[config.mk]
export PLATFORM = sky130hd
export DESIGN_NAME = corelet_ctrl
export DESIGN_NICKNAME = d
export VERILOG_FILES = /design/src/rtl/corelet_pkg.sv /design/src/rtl/corelet_ctrl.sv
export SDC_FILE = /design/constraint.sdc
export NUM_CORES = 1
export LEC_CHECK = 0
export CELL_PAD_IN_SITES_DETAIL_PLACEMENT = 0
export CELL_PAD_IN_SITES_GLOBAL_PLACEMENT = 1
export CORE_AREA = 2 2 164 166
export CTS_CLUSTER_DIAMETER = 120
export CTS_CLUSTER_SIZE = 40
export DETAILED_ROUTE_END_ITERATION = 7
export DIE_AREA = 0 0 166 168
export GPL_TIMING_DRIVEN = 0
export MAX_ROUTING_LAYER = met4
export PLACE_DENSITY_LB_ADDON = 0.12
export SLEW_MARGIN = 5
export SYNTH_ARGS = -nofsm -noshare
export SYNTH_HDL_FRONTEND = slang
export SYNTH_SLANG_ARGS = --single-unit
[constraint.sdc]
create_clock -name clk -period 3.93 [get_ports clk]
set_clock_uncertainty 0.05 [all_clocks]
set_input_delay 0.786 -clock clk [delete_from_list [all_inputs] [get_ports clk]]
set_output_delay 0.786 -clock clk [all_outputs]
set_load 0.05 [all_outputs]
[src/rtl/corelet_pkg.sv]
// Shared types for the corelet tile controller.
// FSM state encoding and instruction-word bit positions.
package corelet_pkg;

  typedef enum logic [2:0] {
    IDLE   = 3'd0,
    W_FILL = 3'd1,
    W_LOAD = 3'd2,
    W_WAIT = 3'd3,
    X_FILL = 3'd4,
    X_EXEC = 3'd5,
    DRAIN  = 3'd6,
    DONE   = 3'd7
  } state_e;

  localparam int INST_W = 34;
  localparam int CNT_W  = 8;

  localparam int KLOAD = 0;
  localparam int EXEC  = 1;
  localparam int L0WR  = 2;
  localparam int L0RD  = 3;
  localparam int OFRD  = 6;

endpackage

[src/rtl/corelet_ctrl.sv]
// Corelet tile sequencer: weight fill/load, activation
// fill/execute and OFIFO-to-psum drain, one shared counter.
module corelet_ctrl
  import corelet_pkg::*;
#(
  parameter int bw      = 4,
  parameter int psum_bw = 16,
  parameter int row     = 8,
  parameter int col     = 8,
  parameter int aw      = 11
) (
  input  logic                   clk,
  input  logic                   reset,
  input  logic                   start,
  input  logic [6:0]             cfg_nvec,
  input  logic [aw-1:0]          cfg_w_base,
  input  logic [aw-1:0]          cfg_x_base,
  input  logic [aw-1:0]          cfg_p_base,
  output logic                   busy,
  output logic                   done,
  output logic                   act_en,
  output logic [aw-1:0]          act_addr,
  input  logic [row*bw-1:0]      act_rdata,
  output logic [INST_W-1:0]      inst_q,
  output logic [row*bw-1:0]      l0_input,
  input  logic                   ofifo_valid,
  input  logic [col*psum_bw-1:0] ofifo_output,
  output logic                   psum_wen,
  output logic [aw-1:0]          psum_addr,
  output logic [col*psum_bw-1:0] psum_wdata
);

  state_e           state_q, state_d;
  logic [CNT_W-1:0] cnt_q, cnt_d;
  logic [6:0]       wr_q, wr_d;
  logic [6:0]       nvec_q;
  logic [aw-1:0]    w_base_q;
  logic [aw-1:0]    x_base_q;
  logic [aw-1:0]    p_base_q;

  logic             take;
  logic             fill;
  logic             drain_act;
  logic             pop;
  logic [CNT_W-1:0] nvec_c;
  logic [CNT_W-1:0] lim;
  logic [aw-1:0]    base;

  assign take   = (state_q == IDLE) && start;
  assign nvec_c = {{(CNT_W-7){1'b0}}, nvec_q};

  always_comb begin
    state_d = state_q;
    unique case (state_q)
      IDLE:   if (start) state_d = W_FILL;
      W_FILL: if (cnt_q == CNT_W'(row)) state_d = W_LOAD;
      W_LOAD: if (cnt_q == CNT_W'(row - 1)) state_d = W_WAIT;
      W_WAIT: begin
        if (cnt_q == CNT_W'(col - 1))
          state_d = (nvec_q == 7'd0) ? DONE : X_FILL;
      end
      X_FILL: if (cnt_q == nvec_c) state_d = X_EXEC;
      X_EXEC: if (cnt_q == nvec_c - 1'b1) state_d = DRAIN;
      DRAIN:  if (wr_q == nvec_q) state_d = DONE;
      DONE:   state_d = IDLE;
      default: state_d = IDLE;
    endcase
  end

  always_comb begin
    cnt_d = cnt_q + 1'b1;
    if (state_d != state_q || state_q == IDLE)
      cnt_d = '0;
  end

  // Fill phases share one address/data path; W vs X picks base and length.
  assign fill = (state_q == W_FILL) || (state_q == X_FILL);
  assign base = (state_q == W_FILL) ? w_base_q : x_base_q;
  assign lim  = (state_q == W_FILL) ? CNT_W'(row) : nvec_c;

  assign drain_act = (state_q == X_EXEC) || (state_q == DRAIN);
  assign pop = drain_act && (wr_q < nvec_q) && ofifo_valid;

  always_comb begin
    wr_d = wr_q;
    if (take)
      wr_d = '0;
    else if (pop)
      wr_d = wr_q + 1'b1;
  end

  always_comb begin
    act_en   = fill && (cnt_q < lim);
    act_addr = '0;
    if (act_en)
      act_addr = base + aw'(cnt_q);
  end

  always_comb begin
    inst_q   = '0;
    l0_input = '0;
    unique case (1'b1)
      fill: begin
        if (cnt_q != '0) begin
          inst_q[L0WR] = 1'b1;
          l0_input     = act_rdata;
        end
      end
      (state_q == W_LOAD): begin
        inst_q[L0RD]  = 1'b1;
        inst_q[KLOAD] = 1'b1;
      end
      (state_q == X_EXEC): begin
        inst_q[L0RD] = 1'b1;
        inst_q[EXEC] = 1'b1;
      end
      default: ;
    endcase
    inst_q[OFRD] = pop;
  end

  assign psum_wen   = pop;
  assign psum_wdata = drain_act ? ofifo_output : '0;
  assign psum_addr  = drain_act ? p_base_q + aw'(wr_q) : '0;

  assign busy = (state_q != IDLE);
  assign done = (state_q == DONE);

  always_ff @(posedge clk or negedge reset) begin
    if (!reset) begin
      state_q <= IDLE;
      cnt_q   <= '0;
      wr_q    <= '0;
    end else begin
      state_q <= state_d;
      cnt_q   <= cnt_d;
      wr_q    <= wr_d;
    end
  end

  always_ff @(posedge clk or negedge reset) begin
    if (!reset) begin
      nvec_q   <= '0;
      w_base_q <= '0;
      x_base_q <= '0;
      p_base_q <= '0;
    end else if (take) begin
      nvec_q   <= cfg_nvec;
      w_base_q <= cfg_w_base;
      x_base_q <= cfg_x_base;
      p_base_q <= cfg_p_base;
    end
  end

endmodule

# Yosys cells after proc, flatten, opt, wreduce, memory -nomap -nowiden
# Index checks and enable logic that the tools add are counted.
dict set report word_totals {
  register_bits 58
  inputBits 204
  output_inout_bits 220
  elab_cells 64
}
dict set report classes {
  addsub 5
  n_lt_le_gt_ge 2
  n_eq_ne 13
  muxes 24
  n_reduce_logical 13
}
# op count
set op_table {}
lappend op_table {{$mux W128} 1}
lappend op_table {{$mux W32} 2}
lappend op_table {{$mux W11} 3}
lappend op_table {{$pmux W3 S8} 1}
lappend op_table {{$mux W3} 7}
lappend op_table {{$mux W7} 3}
lappend op_table {{$eq A3 B3 Y1 const B} 4}
lappend op_table {{$add A11 B7 Y11} 1}
lappend op_table {{$add A11 B8 Y11} 1}
lappend op_table {{$add A8 B1 Y8 const B} 1}
lappend op_table {{$eq A8 B3 Y1 const B} 1}
lappend op_table {{$eq A8 B4 Y1 const B} 1}
lappend op_table {{$eq A8 B7 Y1} 1}
lappend op_table {{$eq A8 B8 Y1} 1}
lappend op_table {{$lt A8 B7 Y1} 1}
lappend op_table {{$mux W8} 1}
lappend op_table {{$reduce_bool A8 Y1} 1}
lappend op_table {{$sub A7 B1 Y8 const B} 1}
lappend op_table {{$add A7 B1 Y7 const B} 1}
lappend op_table {{$eq A7 B7 Y1} 1}
lappend op_table {{$logic_not A7 Y1} 1}
lappend op_table {{$lt A7 B7 Y1} 1}
lappend op_table {{$eq A3 B2 Y1 const B} 2}
lappend op_table {{$mux W1} 5}
lappend op_table {{9 further kinds} 14}

# Depth between registers and ports, before layout
dict set report depth {
  word_depth 7
  depth_mapped 13
  ltp_nobuf 11
}

# Least setup slack after synthesis
# OpenSTA, ideal clock, no wires.
dict set report synth_timing {
  kind {register -> output}
  from {register state_q[2]}
  to {output act_addr[10]}
  arrival_time_ns 4.064
  required_ns 3.094
  setup_slack_ns -0.970
  path_stages_with_launch 12
  path_buffers 3
  cell_sequence {dfrtp_1 -> clkbuf_1 -> or3b_2 -> clkbuf_1 -> clkbuf_1 -> mux2_2 -> ha_1 -> o21ai_0 -> a21oi_1 -> o41ai_1 -> nor3_1 -> nor3b_1}
}
dict set report synth_between {
  elab_chain_len 5
  elab_cells_between_ends 9
  cone_classes {add/sub: 1; order compare: 1; eq/ne: 2; mux: 3; reduce/logical: 2}
}
# element line_no
set synth_rtl {}
lappend synth_rtl {{from (decl)} corelet_ctrl.sv:33} ;# state_e state_q, state_d;
lappend synth_rtl {{from (signal assigned)} corelet_ctrl.sv:135} ;# state_q <= state_d;
lappend synth_rtl {{branches (longest 4 deep; another with $add A11 B8 Y11)} n/a}
lappend synth_rtl {{$mux W11 (*)} corelet_ctrl.sv:95} ;# if (act_en)
lappend synth_rtl {{to (decl)} corelet_ctrl.sv:22} ;# output logic [aw-1:0] act_addr,
# Every way passes the cells marked *.

# Worst setup path in the final report
# Same ends and word-level chain as after synthesis.

==> run metrics <==
placed instance area=0.00995 mm^2; top cell type's share of synthesized area=26.8%; Critical Path End Type=output pin; final wirelength=29.4 mm; final instance area=0.0107 mm^2; FF+latch count, synth=58; Unique masters post-synth=54; port bufs=394; clock sinks=58; Worst Max-Slew Pin Slew=778 ps; Fill cells=2756; Rel. slew slack=48.1%; RSZ-0062 raised after global routing=yes; total grt overflow=0; Post-Syn Instances=655; Placer Congestion=0.867; clk_lat worst skew=340 ps; clock power share=47.3%; CTS Hold Buffers Added=0; Cells after DPL=1418; Synth area leader=dfrtp_1; sw frac=24.8%; Worst Path Arrival=3180 ps; Root Buffer=clkbuf_16; Tmin final=4010 ps; drt pass-1 iters=4; failing checks=setup timing; vias=6372; largest net degree at the start of global routing=59; area grow syn2layout=97.3%; worst endpoint required time=3090 ps; Hold Vio Cnt, Final=0; first-pass GRT wire length=42.0 mm; leakage=6.78 nW; sequential share of the synthesized area=26.8%; Primary FF master, synth=dfrtp_1; min-delay worst type=flip-flop to flip-flop; outcome=complete, but fails checks; vias in the first global route=6168; top post-synthesis cells by count=134 x and3_1, 58 x dfrtp_1, 48 x nor2_1; post-route insts no fill=1449; Core Util, Final=40.6%; PD cells=177 mW/mm^2; Synth warnings=0; P_sw=0.468 mW; CP max FO=7; residual DRC count=0; Die Y=168 um; combinational power share=21.1%; IO Pins=424; internal power=1.42 mW; mean area per synthesized cell=8.28 um^2; DR WL/cell=20.3 um; Total Nets Final=1336; clock buffer depth=2; Die Footprint=0.0279 mm^2; worst-case vdd ir drop=126 uV; Final ANT Viol Nets=0; Vias/cell=4.40; DPL Wire Length=24.0 mm; top-count cell post-synth=and3_1; total track usage=20.6%; Worst path max stage delay=470 ps; Final Setup Violations=1; Synth area leaders=dfrtp_1 27%, and3_1 15%, mux2_2 8.3%, ha_1 7.4%, buf_4 4.2%; post-route clock period utilization=102%; Mapped Area=0.00542 mm^2; final worst slack=-82.5 ps; Std-Cell Rows=60; layout cells sized above 1=15.1%; critical path cell sequence=or3b_4, mux2_4, ha_4, inv_2, fa_2, nor2b_4, o21ai_2, a21oi_2, o41ai_2, buf_4, nor3_4, nor3b_4, buf_6; Initial Utilization=20.6%; number of enable flip-flop cells after synthesis=0; Clk pin slew, worst setup/hold paths=50 ps; total power=1.89 mW; nature of the critical path startpoint=flip-flop; CTS tree=done; drt initial violations=287; maximum clock rate=249 MHz; kind of critical path=flip-flop to output pin; Worst path slowest cell=or3b_4; part of the power in registers=31.6%; initial antenna violation count=5; Slew Viols, Final=0; CTS Buf Count=9; Setup WS pre-CTS=-1390 ps; die span in x=166 um; max_cap viols=0; H-tree Lvls=3; Placeable Area=0.0264 mm^2; ys async rst share=100%
## state kept, by name, indices dropped and copies added, names as in the netlist
register and count:
cnt_q 8, x_base_q 11, p_base_q 11, wr_q 7, state_q 3, w_base_q 11
nvec_q 7
## final cells by class
type / instances / area [um^2] / area share, %
timing repair buffer: 406 / 4210 / 39.3
multi-input combinational: 522 / 3750 / 35.1
sequential: 58 / 1450 / 13.6
tap: 341 / 427 / 3.99
buffer: 76 / 414 / 3.87
clock buffer: 12 / 267 / 2.49
inverter: 25 / 93.8 / 0.877
clock inverter: 4 / 72.6 / 0.678
antenna: 5 / 12.5 / 0.117
## stage by stage
| step | hold WS [ps] | setup TNS, ps |
|---|---|---|
| floorplan | 425 | -514 |
| global placement | 436 | -31150 |
| detailed placement | 443 | -25030 |
| CTS | 454 | -268 |
| global route | 471 | -471 |
| finish | 450 | -82.5 |
## power by group through the flow
stage	sequential, mW	clock, mW	combinational (mW)
finish	0.598	0.894	0.398
floorplan	0.608	0	0.158
global placement	0.608	0	0.406
global route	0.597	0.933	0.416
CTS	0.598	0.910	0.398
detailed placement	0.608	0	0.406
## per-layer routing
metal	part of all wire [%]	global-route usage, %	up-vias
met5	0	-	-
met4	1.6	4.12	0
met3	5.4	4.28	24
met2	47	32.7	219
met1	46	27.1	3005
li1	-	-	3124
## cell usage in the layout, fill, tap and decap left out, types with 16 or more instances in the layout
cell type / n
conb_1: 29
ha_1: 30
dfrtp_1: 56
dlygate4sd2_1: 41
dlymetal6s2s_1: 93
nor2_1: 38
nand2_1: 30
o21ai_0: 16
xnor2_1: 21
and2_1: 33
buf_4: 46
inv_1: 24
clkbuf_1: 37
mux2_2: 38
and3_1: 134
clkdlybuf4s50_1: 242
## cells by family (layout without fill, tap and decap cells)
family                     count (synthesis)  count (layout)  share of synthesized area [%]
adders and majority gates                 34              34                           8.12
buffers and inverters                    103             523                           9.25
muxes                                     44              44                           9.05
DFF                                       58              58                           26.8
other                                      1              34                         0.0692
AOI/OAI and AO/OA                         69              69                           8.29
and+or+nand+nor                          312             312                           33.0
xor gates and xnor gates                  34              34                           5.49
## critical path: cells and delay by family (launching register included)
| family | cells | cell delay [ps] |
|---|---|---|
| buf+inv | 3 | 430 |
| fa+ha+maj | 2 | 390 |
| compound gates | 3 | 470 |
| simple gates | 4 | 800 |
| mux | 1 | 350 |
| flops | 1 | 410 |
## worst paths after layout
check | start | to | slack [ps] | cells past startpoint
min reg2reg | w_base_q[2] | w_base_q[2] | 450 | 1
max in group asynchronous | reset | state_q[2] | 2790 | 1
min | w_base_q[2] | w_base_q[2] | 450 | 1
max reg2reg | cnt_q[4] | cnt_q[3] | 1200 | 6
max | state_q[2] | act_addr[10] | -80 | 13
min in group asynchronous | reset | w_base_q[9] | 480 | 1
## repair_timing
action                     4_1_cts  5_1_grt
setup endpoints to repair      157      111
setup buffers                    5        7
pin swaps                        4       13
gates resized for setup        153      123
No activity file was read; power rests on OpenSTA's default activity.
